`src/rtl/coffee_vend_pkg.sv`:
```
// Shared types and helpers for the coffee vending controller.
// Latency: n/a (package only).
// Backpressure: n/a (package only).
package coffee_vend_pkg;

    typedef enum logic [1:0] {
        IDLE     = 2'd0,
        COLLECT  = 2'd1,
        DISPENSE = 2'd2,
        CHANGE   = 2'd3
    } state_t;

    localparam int unsigned COIN025_UNITS = 1;
    localparam int unsigned COIN05_UNITS  = 2;
    localparam int unsigned COIN1_UNITS   = 4;

    // Value of the coins sampled in one cycle, in quarter units (0..7).
    function automatic logic [2:0] coin_sum(input logic in025, input logic in05, input logic in1);
        logic [2:0] s;
        s = 3'd0;
        if (in025) s = s + 3'(COIN025_UNITS);
        if (in05)  s = s + 3'(COIN05_UNITS);
        if (in1)   s = s + 3'(COIN1_UNITS);
        return s;
    endfunction

endpackage

```
`src/rtl/coffee_vend_ctrl_timer.sv`:
```
// Loadable down-counter that times the dispense strobe; done = count exhausted.
// Latency: load takes effect on the next edge; done is combinational from the count.
// Backpressure: none; counts only while en is high.
//   ports: clock, reset (async active-low), load, load_val, en, done
module vend_pulse_timer #(
    parameter int CNT_W = 2
) (
    input  logic             clock,
    input  logic             reset,
    input  logic             load,
    input  logic [CNT_W-1:0] load_val,
    input  logic             en,
    output logic             done
);

    logic [CNT_W-1:0] cnt_d, cnt_q;

    always_comb begin
        cnt_d = cnt_q;
        if (load)
            cnt_d = load_val;
        else if (en && (cnt_q != '0))
            cnt_d = cnt_q - 1'b1;
    end

    always_ff @(posedge clock or negedge reset) begin
        if (!reset) cnt_q <= '0;
        else        cnt_q <= cnt_d;
    end

    assign done = (cnt_q == '0);

endmodule

```
`src/rtl/coffee_vend_ctrl.sv`:
```
// Coin-credit vending controller: collects quarters, dispenses at PRICE_UNITS, refunds change.
// Latency: all outputs registered; sai_cafe rises on the edge that accepts the final coin.
// Backpressure: coins that cannot be credited (overflow, busy, cancel) are flagged by coin_reject.
//   ports: clock, reset (async active-low), money_in025/05/1, cancel ->
//          sai_cafe, coin_out025, coin_reject, credit[CREDIT_W-1:0], busy
module coffee_vend_ctrl
    import coffee_vend_pkg::*;
#(
    parameter int PRICE_UNITS      = 4,
    parameter int MAX_CREDIT_UNITS = 8,
    parameter int DISPENSE_CYCLES  = 2,
    parameter int CREDIT_W         = $clog2(MAX_CREDIT_UNITS + 1)
) (
    input  logic                clock,
    input  logic                reset,
    input  logic                money_in025,
    input  logic                money_in05,
    input  logic                money_in1,
    input  logic                cancel,
    output logic                sai_cafe,
    output logic                coin_out025,
    output logic                coin_reject,
    output logic [CREDIT_W-1:0] credit,
    output logic                busy
);

    // One spare bit keeps credit + coins from wrapping; at least 4 bits so a
    // 7-unit coin sum fits even for tiny credit ceilings.
    localparam int SUM_W = (CREDIT_W + 1 > 4) ? CREDIT_W + 1 : 4;
    localparam int TMR_W = $clog2(DISPENSE_CYCLES + 1);

    state_t              state_d, state_q;
    logic [CREDIT_W-1:0] credit_d, credit_q;
    logic                sai_cafe_q, coin_out025_q, coin_reject_q, busy_q;
    logic                coin_reject_d;
    logic                tmr_load, tmr_done;
    logic [2:0]          sum;
    logic [SUM_W-1:0]    sum_ext;

    vend_pulse_timer #(.CNT_W(TMR_W)) u_timer (
        .clock    (clock),
        .reset    (reset),
        .load     (tmr_load),
        .load_val (TMR_W'(DISPENSE_CYCLES - 1)),
        .en       (state_q == DISPENSE),
        .done     (tmr_done)
    );

    always_comb begin
        state_d       = state_q;
        credit_d      = credit_q;
        coin_reject_d = 1'b0;
        tmr_load      = 1'b0;
        sum           = coin_sum(money_in025, money_in05, money_in1);
        sum_ext       = SUM_W'(credit_q) + SUM_W'(sum);

        case (state_q)
            IDLE, COLLECT: begin
                if (cancel) begin
                    // Cancel wins over any coin on the same edge.
                    coin_reject_d = (sum != 3'd0);
                    if (credit_q != '0) state_d = CHANGE;
                end else if (sum != 3'd0) begin
                    if (sum_ext > SUM_W'(MAX_CREDIT_UNITS)) begin
                        coin_reject_d = 1'b1;
                    end else if (sum_ext >= SUM_W'(PRICE_UNITS)) begin
                        credit_d = CREDIT_W'(sum_ext - SUM_W'(PRICE_UNITS));
                        state_d  = DISPENSE;
                        tmr_load = 1'b1;
                    end else begin
                        credit_d = CREDIT_W'(sum_ext);
                        state_d  = COLLECT;
                    end
                end
            end
            DISPENSE: begin
                coin_reject_d = (sum != 3'd0);
                if (tmr_done) state_d = (credit_q != '0) ? CHANGE : IDLE;
            end
            CHANGE: begin
                coin_reject_d = (sum != 3'd0);
                // Credit doubles as the change counter; the pulse for the last
                // unit ends on the edge that empties it.
                if (credit_q <= CREDIT_W'(1)) begin
                    credit_d = '0;
                    state_d  = IDLE;
                end else begin
                    credit_d = credit_q - 1'b1;
                end
            end
            default: state_d = IDLE;
        endcase
    end

    always_ff @(posedge clock or negedge reset) begin
        if (!reset) begin
            state_q       <= IDLE;
            credit_q      <= '0;
            sai_cafe_q    <= 1'b0;
            coin_out025_q <= 1'b0;
            coin_reject_q <= 1'b0;
            busy_q        <= 1'b0;
        end else begin
            state_q       <= state_d;
            credit_q      <= credit_d;
            sai_cafe_q    <= (state_d == DISPENSE);
            coin_out025_q <= (state_d == CHANGE);
            coin_reject_q <= coin_reject_d;
            busy_q        <= (state_d == DISPENSE) || (state_d == CHANGE);
        end
    end

    assign sai_cafe    = sai_cafe_q;
    assign coin_out025 = coin_out025_q;
    assign coin_reject = coin_reject_q;
    assign credit      = credit_q;
    assign busy        = busy_q;

endmodule

```
`config.mk`:
```
export PLATFORM = sky130hd
export DESIGN_NAME = coffee_vend_ctrl
export DESIGN_NICKNAME = d
export VERILOG_FILES = /design/src/rtl/coffee_vend_pkg.sv /design/src/rtl/coffee_vend_ctrl_timer.sv /design/src/rtl/coffee_vend_ctrl.sv
export SDC_FILE = /design/constraint.sdc
export NUM_CORES = 1
export LEC_CHECK = 0
export BUFFER_PORTS_ARGS = -buffer_cell sky130_fd_sc_hd__buf_4
export CAP_MARGIN = 10
export CORE_ASPECT_RATIO = 0.7
export CORE_UTILIZATION = 40
export DETAILED_ROUTE_END_ITERATION = 12
export HOLD_SLACK_MARGIN = 0.15
export PLACE_DENSITY = 0.65
export SLEW_MARGIN = 25
export SYNTH_ARGS = -nofsm -noshare
export SYNTH_HDL_FRONTEND = slang
export SYNTH_HIERARCHICAL = 1
export SYNTH_SLANG_ARGS = --single-unit
```
`constraint.sdc`:
```
create_clock -name clock -period 2.7 [get_ports clock]
set_clock_uncertainty 0.05 [all_clocks]
set_input_delay 0.135 -clock clock [delete_from_list [all_inputs] [get_ports clock]]
set_output_delay 0.135 -clock clock [all_outputs]
set_load 0.01 [all_outputs]
```
# Word-level counts from Yosys, hierarchy flattened
# Cells that the tools add are included.
# word_totals
register_bits	12
input_bits	6
out_inout_bits	8
word_cells	65
# classes
add_sub_neg	6
n_lt_le_gt_ge	3
eq_ne	8
mux	29
n_reduce_logical	12
# op_table
operator	count
$mux W2	10
$mux W4	5
$mux W1	9
$eq A2 B2 Y1 const B	4
$pmux W4 S2	1
$mux W3	2
$ne A2 B2 Y1 const B	3
$pmux W2 S3	1
$reduce_bool A2 Y1	3
$add A4 B3 Y5	1
$ge A5 B3 Y1 const B	1
$gt A5 B4 Y1 const B	1
$le A4 B1 Y1 const B	1
$logic_not A2 Y1	2
$reduce_and A4 Y1	1
$reduce_bool A4 Y1	1
$reduce_or A2 Y1	2
$sub A4 B1 Y4 const B	1
$sub A4 B3 Y4 const B	1
$add A3 B2 Y3 const B	1
$add A3 B3 Y3 const B	1
$reduce_bool A3 Y1	1
$eq A2 B1 Y1 const B	1
$pmux W1 S2	1
3 further kinds	3

# Longest topological paths before layout
# logic_depth
word_depth	14
depth_mapped	12
depth_no_buf	12

# Cells and area by module
# The synthesis kept the hierarchy.
# by_module_without_submodules
mod	n_inst	cells_per_inst	area_per_inst_um2	seq_area_each_um2
coffee_vend_ctrl	1	94	839.6	225.2
vend_pulse_timer	1	13	132.6	50.0

# Worst setup path before layout
# No wires, ideal clock.
# synth_path
path_type	register -> register
start	reg credit_q[0], in the netlist credit[0]
end	reg u_timer.cnt_q[1]
setup_time_ps	116
arrival_ps	2668
t_required_ps	2534
path_slack_ps	-134
stages_incl_launch_ff	13
n_path_buf	0
synth_period_minus_slack_ps	2834
cell_sequence	dfrtp_1 > ha_1 > inv_1 > fa_1 > nand2b_1 > nand2_1 > ha_1 > nor4bb_1 > nor3_1 > o21ai_2 > and3_1 > or4b_1 > o311ai_0
# synth_between
elab_chain_cells	8
elab_cells_between_ends	10
classes_between	1 x add/sub; 2 x order compare; 6 x mux; 1 x reduce/logical
# synth_lines
item	line	text
start: declaration	coffee_vend_ctrl.sv:33	logic [CREDIT_W-1:0] credit_d, credit_q;
start signal: assignment	coffee_vend_ctrl.sv:105	credit_q <= credit_d;
$add A4 B3 Y5 (*)	coffee_vend_ctrl.sv:55	sum_ext = SUM_W'(credit_q) + SUM_W'(sum);
$ge A5 B3 Y1	coffee_vend_ctrl.sv:66	end else if (sum_ext >= SUM_W'(PRICE_UNITS)) begin
$mux W1	coffee_vend_ctrl.sv:66	
$mux W1 (*)	coffee_vend_ctrl.sv:64	if (sum_ext > SUM_W'(MAX_CREDIT_UNITS)) begin
$mux W1 (*)	coffee_vend_ctrl.sv:63	end else if (sum != 3'd0) begin
$mux W1 (*)	coffee_vend_ctrl.sv:59	if (cancel) begin
$mux W1 (*)	coffee_vend_ctrl.sv:57	case (state_q)
named net tmr_load	coffee_vend_ctrl.sv:36	logic tmr_load, tmr_done;
$mux W2 / $reduce_bool A2 Y1 (equally long branches)	-	
end signal: assignment	coffee_vend_ctrl_timer.sv:28	else cnt_q <= cnt_d;
end: declaration	coffee_vend_ctrl_timer.sv:16	logic [CNT_W-1:0] cnt_d, cnt_q;
# Mark *: on every way through the listed nets, which the timed path passes. The rest lies on a longest branch.
# A chain may end at the register's enable or synchronous reset.

# Worst setup path in the final report
# Same ends and word-level chain as after synthesis.

==> reports/metrics.yaml <==
clock_network:
  clk_latency_ns: 0.27
  numCtsBuffers: 3
  cts_root_buf: "clkbuf_4"
  htree_levels: 1
  cts_tree: "done"
  cts.path.max_buffers: 2
  cts.sinks: 11
  clk_pin_slew_worst_paths_ns: 0.07
timing:
  rsz0062_at_grt: "yes"
  min_period_ns: 2.706
  hold_viol_final: 0
  fin_crit_sh: 1.002
  setup_violations: 1
  fin_setup_tns_ns: -0.005857
  fin_ws_ns: -0.005857
  slew-limit-headroom: 0.5790
  fmaxAchievable_mhz: 369.6
  slew_viol_final: 0
  tightestPinTransition_ns: 0.6267
worst_setup_path:
  start_kind: "flop"
  worstPathRequired_ns: 2.83
  r2r_cells: 12
  worstPathCellList: "ha_4 -> inv_2 -> fa_2 -> nand2b_1 -> nand2_1 -> ha_2 -> nor4bb_4 -> nor3_2 -> o21ai_2 -> and3_4 -> or4b_4 -> o311ai_4"
  endpoint: "u_timer/cnt_q[1]$_DFFE_PN0P_"
  path_max_fanout: 4
  cp-end-kind: "flop"
  crit_type: "flop to flop"
  slowest_stage: "or4b_4"
  worst-path-buf-inv: 1
  crit_path_max_incr_delay_ns: 0.55
  setup.worst_path.start: "credit[0]$_DFFE_PN0P_"
  cp.arrival_ns: 2.84
  cp.depth: 12
  r2r_end: "u_timer/cnt_q[1]$_DFFE_PN0P_"
  crit_family: "simple AND/OR/NAND/NOR gates"
  reg2reg_slack_ns: -0.006
  r2r-start: "credit[0]$_DFFE_PN0P_"
finish:
  nFillCells: 208
  final_area_um2: 1296
  antennaDiodeCount: 0
  final_layout_size_suffix_gt1_frac: 0.3134
  area_growth_pct: 33.33
  fin_util: 0.5827
  nets: 150
synthesis:
  syn_area_um2: 972.2
  yosys_warnings: 6
  ys_seq_elements: 11
  ys_types: 45
  synth.avg_cell_area_um2: 9.086
  yosysSeqAreaShare: 0.2831
  synth_nets: 122
  syn-instance-count: 107
floorplanning:
  initial_core_util: 0.4370
  rows: 14
  core_um2: 2225
  die_area_um2: 2635
  die_h_um: 43.25
  io_pins: 14
  die_w_um: 60.93
routing:
  viasPerCell: 5.627
  wirelength_um: 2454
  dr.pass1.iters: 4
  vias: 934
  drc_errors: 0
  ant_nets: 0
  drtIter0Drc: 14
  wl_per_cell_um: 14.78
place:
  numPortBuffers: 13
  dp_hpwl_um: 1889
  placed_area_um2: 1170
  place_congestion: 0.7851
power_and_ir_drop:
  vdd_drop_max_mv: 0.5969
  p_per_area_nw_per_um2: 1243
  leakage_uw: 0.0005576
  power_uw: 1611
global_routing:
  antenna_found_initial: 0
  grt_pass1_vias: 878
  grt_start_max_net_pins: 12
  grt.overflow.total: 0
  grt_pass1_wl_um: 3960
  grt_usage: 0.2114
status:
  violations: "negative setup slack"
  outcome: "finished, violations left"
flow_run:
  drv_cap: 0
worst_hold_path:
  hp-class: "input port to async pin"
## power breakdown
part	switching, uW	internal, uW	leakage (uW)
Sequential	85.5	246	0.000132
Combinational	592	573	0.000410
Clock	57.0	57.3	0.0000150
Total	735	877	0.000558
## sequential cells by signal (all words and copies together), names as in the netlist
register	flops
coin_reject	1
busy	1
state_q	1
credit	4
u_timer/cnt_q	2
sai_cafe	1
coin_out025	1
## repair_timing
action / in CTS / in global routing
buffers inserted: 1 / 1
hold buffers: 3 / 0
endpoints found under the setup margin: 2 / 6
pin swaps: 1 / 6
gates resized for setup: 2 / 10
endpoints found under the hold margin: 12 / 0
## worst reg2reg max path, stage by stage, from the launching register on
cell,delay (ns)
dfrtp_2,0.39
ha_4,0.15
inv_2,0.04
fa_2,0.41
nand2b_1,0.11
nand2_1,0.07
ha_2,0.19
nor4bb_4,0.15
nor3_2,0.15
o21ai_2,0.09
and3_4,0.18
or4b_4,0.55
o311ai_4,0.08
## stage by stage
stage               setup WS [ns]  hold slack [ns]  instances
floorplan                 0.02336          -0.2106        107
detailed placement       -0.03415         -0.06874        157
global route             -0.06457           0.1890        166
CTS                      0.007695           0.1843        165
global placement          0.08848         -0.06841        157
finish                  -0.005857           0.1760        166
## synth_stat cells, drive strengths merged
| library cell | instances | area, um^2 |
|---|---|---|
| nand4 | 2 | 12.51 |
| nor2b | 1 | 6.260 |
| buf | 1 | 11.26 |
| o211ai | 3 | 27.52 |
| a211oi | 1 | 7.510 |
| a211o | 1 | 8.760 |
| inv | 12 | 45.04 |
| ha | 8 | 100.1 |
| or3 | 3 | 18.77 |
| or4b | 2 | 20.02 |
| o22ai | 1 | 6.260 |
| dfrtp | 11 | 275.3 |
| and2 | 3 | 18.77 |
| nor2 | 4 | 15.01 |
| a221o | 1 | 10.01 |
| nand3b | 3 | 22.52 |
| nor4b | 1 | 8.760 |
| a2111oi | 3 | 52.55 |
| a32oi | 1 | 8.760 |
| nand3 | 1 | 5.000 |
| a31o | 1 | 8.760 |
| or2b | 1 | 7.510 |
| xnor2 | 1 | 8.760 |
| nand2 | 8 | 30.03 |
| nor3 | 7 | 35.03 |
| or4 | 1 | 7.510 |
| o31a | 1 | 8.760 |
| nand2b | 3 | 18.77 |
| and3 | 1 | 6.260 |
| nor4bb | 1 | 10.01 |
| o311ai | 4 | 35.04 |
| nor3b | 2 | 26.28 |
| o21ai | 3 | 18.77 |
| a21o | 2 | 15.01 |
| o31ai | 1 | 7.510 |
| a21oi | 4 | 20.02 |
| fa | 1 | 20.02 |
| conb | 2 | 7.510 |
## how the worst min path moves through the flow
stage                      from               endpoint  slack (ns)  depth (start not counted)
after detailed placement  reset  credit[3]$_DFFE_PN0P_       -0.07                          1
after global routing      reset  credit[1]$_DFFE_PN0P_        0.19                          2
after floorplan           reset         busy$_DFF_PN0_       -0.21                          0
final                     reset  credit[2]$_DFFE_PN0P_        0.18                          2
after CTS                 reset  credit[2]$_DFFE_PN0P_        0.18                          2
after global placement    reset  credit[3]$_DFFE_PN0P_       -0.07                          1
## cell families (layout without fill, tap and decap cells)
kind of cell | count (synthesis) | count (layout) | share of synthesized area
AOI/OAI and AO/OA | 27 | 27 | 0.2420
xor gates and xnor gates | 1 | 1 | 0.009011
adders and majority gates | 9 | 9 | 0.1236
buffers and inverters | 13 | 40 | 0.05791
DFF | 11 | 11 | 0.2831
other | 2 | 2 | 0.007725
and+or+nand+nor | 44 | 44 | 0.2767
## routing by layer
| metal | share of wire | wire length (um) | vias to the layer above | global-route usage |
|---|---|---|---|---|
| li1 | - | - | 458 | - |
| met1 | 0.51 | 1257 | 449 | 0.2935 |
| met2 | 0.44 | 1086 | 22 | 0.3275 |
| met3 | 0.036 | 88 | 5 | 0.05488 |
| met4 | 0.0090 | 22 | 0 | 0.04545 |
| met5 | 0 | 0 | - | 0 |
## cell type report
| class | instances | area [um^2] | share of cell area |
|---|---|---|---|
| flip-flops and latches | 11 | 276.5 | 0.2133 |
| clock buffers | 4 | 26.28 | 0.02027 |
| repair buffers | 24 | 187.7 | 0.1448 |
| inverters | 12 | 45.04 | 0.03475 |
| well taps | 32 | 40.04 | 0.03089 |
| multi-input cells | 83 | 720.7 | 0.5560 |
## layout by cell type (no fill, tap or decap), types with 3 or more instances in the layout
cell type	count
or3_1	3
nor3_1	6
nand2b_1	3
dfrtp_1	10
ha_1	5
inv_1	11
dlygate4sd3_1	3
nand2_1	8
clkbuf_4	3
buf_4	21
a21oi_1	3
nor2_1	4
nand3b_1	3
Power figures use the tool's default switching activity.
